--- src/rtl/uart_rx.sv ---
// uart_rx: 8N1 asynchronous serial receiver with a one-entry output register.
//
// Ports:
//   clk        system clock
//   res_n      asynchronous active-low reset
//   rx         serial line input, idle high, asynchronous to clk
//   data       last received byte
//   data_valid level, data holds an unread byte
//   rd         consumer acknowledge, clears data_valid on the next cycle
//   frame_err  one-cycle pulse, stop bit sampled low
//   overrun    one-cycle pulse, a new byte overwrote an unread byte
//   busy       high whenever the receive FSM is not idle
module uart_rx #(
    parameter int unsigned CLK_FREQ = 50_000_000,
    parameter int unsigned BAUD     = 921600
) (
    input  logic       clk,
    input  logic       res_n,
    input  logic       rx,
    output logic [7:0] data,
    output logic       data_valid,
    input  logic       rd,
    output logic       frame_err,
    output logic       overrun,
    output logic       busy
);

    localparam int unsigned DIV   = CLK_FREQ / BAUD;
    localparam int unsigned HALF  = DIV / 2;
    localparam int unsigned CNT_W = (DIV > 1) ? $clog2(DIV) : 1;

    localparam logic [CNT_W-1:0] CNT_DIV  = CNT_W'(DIV - 1);
    localparam logic [CNT_W-1:0] CNT_HALF = CNT_W'(HALF - 1);

    // Sampling at mid-bit needs at least a few clocks per bit.
    if (DIV < 4) begin : g_div_check
        $fatal(1, "uart_rx: CLK_FREQ/BAUD must be at least 4");
    end

    typedef enum logic [2:0] {
        S_IDLE,
        S_START,
        S_DATA,
        S_STOP,
        S_BREAK
    } state_t;

    state_t           state, state_next;
    logic [1:0]       sync;
    logic             rx_s;
    logic [CNT_W-1:0] cnt, cnt_next;
    logic [2:0]       bit_idx, bit_idx_next;
    logic [7:0]       shreg, shreg_next;
    logic [7:0]       data_next;
    logic             data_valid_next;
    logic             frame_err_next;
    logic             overrun_next;
    logic             busy_next;

    // Two-flop synchroniser; resets to the idle line level.
    always_ff @(posedge clk or negedge res_n) begin
        if (!res_n) begin
            sync <= 2'b11;
        end else begin
            sync <= {sync[0], rx};
        end
    end

    assign rx_s = sync[1];

    // State and datapath registers.
    always_ff @(posedge clk or negedge res_n) begin
        if (!res_n) begin
            state      <= S_IDLE;
            cnt        <= '0;
            bit_idx    <= '0;
            shreg      <= '0;
            data       <= '0;
            data_valid <= 1'b0;
            frame_err  <= 1'b0;
            overrun    <= 1'b0;
            busy       <= 1'b0;
        end else begin
            state      <= state_next;
            cnt        <= cnt_next;
            bit_idx    <= bit_idx_next;
            shreg      <= shreg_next;
            data       <= data_next;
            data_valid <= data_valid_next;
            frame_err  <= frame_err_next;
            overrun    <= overrun_next;
            busy       <= busy_next;
        end
    end

    // Next-state, counter, shift register and handshake logic.
    always_comb begin
        state_next      = state;
        cnt_next        = cnt;
        bit_idx_next    = bit_idx;
        shreg_next      = shreg;
        data_next       = data;
        data_valid_next = data_valid;
        frame_err_next  = 1'b0;
        overrun_next    = 1'b0;

        if (rd && data_valid) begin
            data_valid_next = 1'b0;
        end

        case (state)
            S_IDLE: begin
                if (!rx_s) begin
                    state_next = S_START;
                    cnt_next   = CNT_HALF;
                end
            end

            S_START: begin
                if (cnt == '0) begin
                    if (rx_s) begin
                        // Line went back high before mid-start: glitch.
                        state_next = S_IDLE;
                    end else begin
                        state_next   = S_DATA;
                        cnt_next     = CNT_DIV;
                        bit_idx_next = 3'd0;
                    end
                end else begin
                    cnt_next = cnt - CNT_W'(1);
                end
            end

            S_DATA: begin
                if (cnt == '0) begin
                    shreg_next = {rx_s, shreg[7:1]};
                    cnt_next   = CNT_DIV;
                    if (bit_idx == 3'd7) begin
                        state_next = S_STOP;
                    end else begin
                        bit_idx_next = bit_idx + 3'd1;
                    end
                end else begin
                    cnt_next = cnt - CNT_W'(1);
                end
            end

            S_STOP: begin
                if (cnt == '0) begin
                    if (rx_s) begin
                        // New byte wins over a same-cycle read.
                        data_next       = shreg;
                        data_valid_next = 1'b1;
                        overrun_next    = data_valid && !rd;
                        state_next      = S_IDLE;
                    end else begin
                        frame_err_next = 1'b1;
                        state_next     = S_BREAK;
                    end
                end else begin
                    cnt_next = cnt - CNT_W'(1);
                end
            end

            S_BREAK: begin
                // Hold off until the line returns high so a stuck-low
                // line cannot retrigger a start.
                if (rx_s) begin
                    state_next = S_IDLE;
                end
            end

            default: begin
                state_next = S_IDLE;
            end
        endcase

        busy_next = (state_next != S_IDLE);
    end

endmodule

--- config.mk ---
export PLATFORM = sky130hd
export DESIGN_NAME = uart_rx
export DESIGN_NICKNAME = d
export VERILOG_FILES = /design/src/rtl/uart_rx.sv
export SDC_FILE = /design/constraint.sdc
export NUM_CORES = 1
export LEC_CHECK = 0
export ABC_AREA = 1
export CAP_MARGIN = 20
export CORE_UTILIZATION = 55
export DETAILED_ROUTE_END_ITERATION = 6
export GPL_TIMING_DRIVEN = 1
export PLACE_DENSITY = 0.83
export SETUP_SLACK_MARGIN = 0.2
export SLEW_MARGIN = 20
export SYNTH_ARGS = -nofsm -noshare
export SYNTH_HDL_FRONTEND = slang
export SYNTH_SLANG_ARGS = --single-unit
--- constraint.sdc ---
create_clock -name clk -period 1.86 [get_ports clk]
set_input_delay 0.279 -clock clk [delete_from_list [all_inputs] [get_ports clk]]
set_output_delay 0.279 -clock clk [all_outputs]
set_load 0.1 [all_outputs]
==> key figures, run 1 <==
Drt
  – Via count: around 1300
  – DRT iter0 DRCs: 54
  – Pre-antenna DRT Iters: 4
  – DR WL/cell: 12.0 um
  – DRC violations left: 0
  – Vias per inst: 5.34
  – Post-Route WL: a little under 3000 um
  – Detail Route Antenna Nets: 0

Die
  – Die area: approximately 3200 um^2
  – Die width: 56.6 um
  – Rows: 19
  – Die H: about 57 um
  – IO Pins: 16
  – Core Region: 2780 um^2
  – Starting Density: 0.590

Synth
  – Post-synth ARST share: 1.00
  – Post-synth top flop: dfrtp_1
  – Synthesized Nets: 198
  – Yosys reg bits: 34
  – Synth warn: 0
  – Most common cell in the netlist: nand2_1
  – Yosys top cell area share: 0.488
  – Top cells by count, synth: nand2_1 (61), dfrtp_1 (32), inv_1 (25)
  – Synthesized cell area: roughly 1600 um^2
  – Synth Area per Inst: 8.59 um^2
  – Post-synthesis sequential area ratio: 0.520
  – Syn Inst Count: between 150 and 200
  – Dominant cell type by area after synthesis: dfrtp_1
  – Main area contributors after synthesis: dfrtp_1 (49%), nand2_1 (14%), inv_1 (5.7%)
  – Distinct cells, synth: 24
  – Number of synthesized flops with an enable pin: 0

STA
  – Min Hold Slack: 336 ps
  – Final period util: 0.841
  – Slew Viols, Final: 0
  – Slew @ Worst Pin: about 410 ps
  – Setup TNS: 0 ps
  – Final worst path period need: around 1600 ps
  – Max_slew headroom: 0.724
  – Setup Skew: around 11 ps
  – Final setup violation count: 0
  – RSZ-0062 raised after global routing: no
  – Final hold viol count: 0
  – Peak Freq: approximately 640 MHz

GRT
  – Initial antenna violation count: 0
  – First-pass GRT wire length: about 5000 um
  – Vias in the first global route: ~1200
  – Largest net degree at the start of global routing: 35
  – Total global-route track usage: 0.205
  – Remaining global-route overflow: 0

Finish
  – Final nets: 219
  – # fillers: around 210
  – Area grow syn2layout: 12.7%
  – Inserted Diodes: 0
  – Fraction of layout cells with a size suffix above 1: 0.217

CTS
  – Clk_lat worst skew: about 330 ps
  – Depth of the CTS H-tree: 2
  – Clock-pin slew on the worst setup and hold paths: roughly 100 ps
  – Clock Tree Root: clkbuf_4
  – Clock Tree Buf Depth: 2
  – CTS tree: done
  – Total CTS buffers: 5
  – TritonCTS sink count: 34

Worst setup path
  – R2R cell count: 9
  – Startpoint class of the critical path: flop
  – Maximum fanout along the worst path: 17
  – Crit path capture: data[1]
  – Crit path required time: approximately 2100 ps
  – Worst Setup End Kind: flop
  – Internal reg-to-reg setup slack: approximately 300 ps
  – WP data arrival: between 1500 and 2000 ps
  – Kind of critical path: reg2reg
  – Reg2reg start: cnt[0]
  – Critical Path Start: cnt[0]
  – FF-to-FF End: data[1]

Power and ir drop
  – Sw frac: 0.405
  – Clk pwr share: 0.175
  – Leakage power: 0.965 nW
  – Power Density: 1140 nW/um^2
  – Max IR drop VDD: 929 uV
  – Internal Power: 1.26 mW
  – Combinational power share: 0.360
  – Net Sw Power: roughly 0.86 mW
  – Sequential Power Share: 0.466

Placement
  – Gpl congestion: around 0.86
  – Port Buffer Count: 15
  – Hpwl dp: roughly 2100 um

Job
  – Max cap viols: 0

Hold path
  – Hold Crit Class: in2async

Status
  – Outcome: completed
[metal layers]
metal / GRT usage / vias up / wire (um)
met2: 0.333 / 40 / 1380
met5: 0 / - / 0
met1: 0.240 / 611 / 1300
met3: 0.0737 / 9 / 156
li1: - / 637 / -
met4: 0.0976 / 0 / 73
[cell usage in the layout (no fill, tap or decap)]
cell type and instances:
ha_1 2, nand3_1 15, ha_2 1, o21ai_1 1
inv_2 3, nand2_2 2, nand3_4 2, nor2_4 4
o211ai_1 2, clkinv_2 3, xnor2_1 1, dfrtp_1 32
nor2_1 11, xor2_1 1, o21ai_0 10, nand2_4 1
inv_1 24, nor2_2 2, a21oi_1 3, clkbuf_4 5
clkdlybuf4s50_1 3, buf_4 13, o21ai_2 8, nand2_1 61
dfstp_2 2
[power groups by stage]
stage | clock network [mW] | logic (mW) | registers (mW)
CTS | 0.379 | 0.747 | 0.979
finish | 0.369 | 0.761 | 0.984
global route | 0.412 | 0.852 | 0.996
detailed placement | 0 | 0.739 | 0.992
floorplan | 0 | 0.561 | 1.00
global placement | 0 | 0.703 | 0.985
[final cells by class]
class	count	area, um^2	area share
Clock buffer	5	37.5	0.0203
Clock inverter	2	10.0	0.00542
Inverter	28	106	0.0575
Multi-Input combinational cell	127	674	0.365
Sequential cell	34	853	0.462
Tap cell	31	38.8	0.0210
Timing Repair Buffer	16	128	0.0691
[logic make-up (layout without fill, tap and decap cells)]
| group | Yosys count | count (layout) | synth area share |
|---|---|---|---|
| buffers and inverters | 30 | 51 | 0.0747 |
| adders and majority gates | 3 | 3 | 0.0229 |
| DFF | 34 | 34 | 0.520 |
| xor gates and xnor gates | 2 | 2 | 0.0107 |
| and+or+nand+nor | 98 | 98 | 0.277 |
| AOI/OAI and AO/OA | 24 | 24 | 0.0946 |
[flip-flops by register name (all words and copies together), names as in the netlist]
register,count
shreg,8
cnt,6
overrun,1
data,8
frame_err,1
sync,2
busy,1
bit_idx,3
state,3
data_valid,1
[worst max-delay path: stages (launching register included)]
cell,delay [ps]
dfrtp_1,380
inv_2,100
ha_2,220
nand2_1,70
nor2_2,170
nand3_4,130
clkinv_2,90
nand2_4,140
nand2_1,120
o21ai_2,60
[worst min-delay path by stage]
stage,end,slack (ps),startpoint
3_5_place_dp,sync[1],350,sync[0]
5_1_grt,sync[0],350,rx
2_1_floorplan,bit_idx[0],-20,res_n
6_report,data[0],340,res_n
4_1_cts,data[0],350,res_n
3_3_place_gp,sync[1],350,sync[0]
[repair_timing]
item | 4_1_cts | 5_1_grt
setup buffers | 0 | 0
gates resized for setup | 0 | 3
setup endpoints to repair | 0 | 24
hold buffers | 0 | 0
[stage by stage]
step / setup WS [ps] / utilization / instance area, um^2 / total power [mW] / cells
after floorplan: 361 / - / 1640 / 1.57 / 191
after global placement: 331 / 0.644 / 1790 / 1.69 / 236
after detailed placement: 252 / 0.644 / 1790 / 1.73 / 236
after CTS: 246 / 0.661 / 1840 / 2.10 / 243
after global routing: 204 / 0.664 / 1850 / 2.26 / 243
final: 296 / 0.664 / 1850 / 2.11 / 243
No activity file was read; power rests on OpenSTA's default activity.
==> run 2: changes to the inputs <==
- clock period: 1.86 -> 1.6 ns (I/O delays scaled with it)
==> run 2 against run 1 <==
Compared with the run above:
- routed wire length grew 42%
- final cell count rose by 7.8%
- worst setup slack lost 150 ps
- cell area increased by 27%
- sequential power increased by 16%
==> key figures, run 2 (synthesis gave the netlist of run 1 again) <==
Status
  – Outcome: completed

GRT
  – First-pass GRT wire length: 5930 um (+19%)
  – Largest net degree at the start of global routing: 35 (unchanged)
  – Initial antenna violation count: 0 (unchanged)
  – Total global-route track usage: 0.247 (+0.0425)
  – Remaining global-route overflow: 0 (unchanged)
  – Vias in the first global route: 1368 (+13%)

Finish
  – Inserted Diodes: 0 (unchanged)
  – Final nets: 237 (+8.2%)
  – Largest regs: data (8), shreg (8), cnt (6)
  – Commonest non-fill, non-tap cells in the layout: nand2_1 (52), dfrtp_1 (29), inv_1 (21)
  – Commonest non-fill, non-tap cell in the layout: nand2_1
  – Fraction of layout cells with a size suffix above 1: 0.364 (+0.147)
  – # fillers: 144 (-32%)
  – Area grow syn2layout: 42.6%
  – Storage cell area: 857 um^2 (+0.44%)
  – Multi-input gate area: 816 um^2 (+21%)

STA
  – Setup TNS: 0 ps (unchanged)
  – Final hold viol count: 0 (unchanged)
  – Max_slew headroom: 0.722 (-0.00230)
  – RSZ-0062 raised after global routing: yes
  – Setup Skew: 8.51 ps (-2.90 ps)
  – Final period util: 0.906 (+0.0651)
  – Slew Viols, Final: 0 (unchanged)
  – Peak Freq: 690 MHz (+7.9%)
  – Slew @ Worst Pin: 417 ps (+3.45 ps)
  – Final setup violation count: 0 (unchanged)
  – Final worst path period need: 1450 ps (-115 ps)
  – Min Hold Slack: 293 ps (-43.2 ps)

Worst setup path
  – Crit path capture: cnt[2]
  – Kind of critical path: reg2reg
  – Maximum fanout along the worst path: 5 (-12)
  – Worst Setup End Kind: flop
  – Critical Path Start: cnt[0]
  – R2R cell count: 10 (+1)
  – Startpoint class of the critical path: flop
  – FF-to-FF End: cnt[2]
  – WP data arrival: 1690 ps (-110 ps)
  – Internal reg-to-reg setup slack: 150 ps (-150 ps)
  – Reg2reg start: cnt[0]
  – Crit path required time: 1840 ps (-250 ps)

Power and ir drop
  – Max IR drop VDD: 1660 uV (+79%)
  – Leakage power: 1.16 nW (+20%)
  – Net Sw Power: 1.18 mW (+38%)
  – Sequential Power Share: 0.357 (-0.109)
  – Clk pwr share: 0.259 (+0.084)
  – Sw frac: 0.371 (-0.0340)
  – Power Density: 1370 nW/um^2 (+19%)
  – Internal Power: 2.01 mW (+60%)
  – Combinational power share: 0.384 (+0.024)

Drt
  – Detail Route Antenna Nets: 0 (unchanged)
  – Via count: 1461 (+13%)
  – Pre-antenna DRT Iters: 4 (unchanged)
  – Post-Route WL: 4150 um (+42%)
  – Vias per inst: 5.58 (+4.5%)
  – DRT iter0 DRCs: 89 (+65%)
  – DR WL/cell: 15.8 um (+32%)
  – DRC violations left: 0 (unchanged)

CTS
  – Clk_lat worst skew: 340 ps (about the same)
  – CTS Hold Bufs: 0 (unchanged)
  – TritonCTS sink count: 34 (unchanged)
  – Clock-pin slew on the worst setup and hold paths: 110 ps (about the same)
  – CTS tree: done
  – Depth of the CTS H-tree: 2 (unchanged)
  – Total CTS buffers: 5 (unchanged)
  – Clock Tree Buf Depth: 2 (unchanged)
  – Clock Tree Root: clkbuf_4

Die
  – Starting Density: 0.590 (unchanged)
  – Die width: 56.6 um (unchanged)
  – IO Pins: 16 (unchanged)
  – Die H: 56.6 um (unchanged)
  – Rows: 19 (unchanged)
  – Core Region: 2780 um^2 (unchanged)
  – Die area: 3200 um^2 (unchanged)

Placement
  – Hpwl dp: 2360 um (+12%)
  – Gpl congestion: 0.842 (-1.7%)
  – Port Buffer Count: 15 (unchanged)

Job
  – Max cap viols: 0 (unchanged)

Hold path
  – Hold Crit Class: in2async
==> run 2: changes by cell type in the layout (fill, tap and decap cells not counted), moves of 4 or more <==
cell,before,now
nand2_1,61,52
nand2_2,2,7
buf_12,0,13
nand2_4,1,5
==> run 2: layout make-up <==
cell class                      instances  area share
Multi-Input combinational cell        130       0.349
Inverter                               28      0.0471
Timing Repair Buffer                   31       0.174
Sequential cell                        34       0.366
Clock inverter                          2      0.0257
Tap cell                               31      0.0166
Clock buffer                            6      0.0219
==> run 2: power groups by stage <==
stage,registers (mW),logic [mW],clock network (mW)
floorplan,1.18,0.700,0
CTS,1.13,1.09,0.834
finish,1.14,1.23,0.827
detailed placement,1.15,0.984,0
global placement,1.14,0.920,0
global route,1.15,1.33,0.861
==> run 2: timing repair <==
item                                   in CTS  in global routing
buffers inserted                            6                  6
pin swaps                                   5                  4
cloned                                      2                  1
setup endpoints to repair                  26                 28
endpoints found under the hold margin       0                  0
resized for setup                          10                 21
==> run 2: critical path: stages (launching register included) <==
cell and delay [ps]:
dfrtp_1 400, inv_2 90, ha_4 160, nand2_2 90, nor2_4 130, buf_12 130
nand2_4 70, nand3_4 90, inv_2 70, nand2_1 80, nand2_1 50
==> run 2: stage by stage <==
stage | area, um^2 | util | instances | total power, mW | setup slack [ps]
floorplan | 1670 | - | 191 | 1.88 | 205
global placement | 1990 | 0.714 | 239 | 2.06 | 201
detailed placement | 1990 | 0.714 | 239 | 2.13 | 115
CTS | 2200 | 0.793 | 255 | 3.05 | 196
global route | 2340 | 0.841 | 262 | 3.35 | 63.0
finish | 2340 | 0.841 | 262 | 3.19 | 150
==> run 2: routing by layer <==
| layer | routed length [um] | vias to the layer above | global-route usage |
|---|---|---|---|
| li1 | - | 674 | - |
| met1 | 1640 | 707 | 0.285 |
| met2 | 2120 | 62 | 0.415 |
| met3 | 231 | 18 | 0.0645 |
| met4 | 154 | 0 | 0.139 |
| met5 | 0 | - | 0 |
==> run 2: worst min-delay path by stage <==
stage,start,end,cells past startpoint
floorplan,res_n,bit_idx[0],0
global placement,sync[0],sync[1],0
detailed placement,sync[0],sync[1],0
CTS,rx,sync[0],1
global route,rx,sync[0],1
finish,res_n,data[1],2
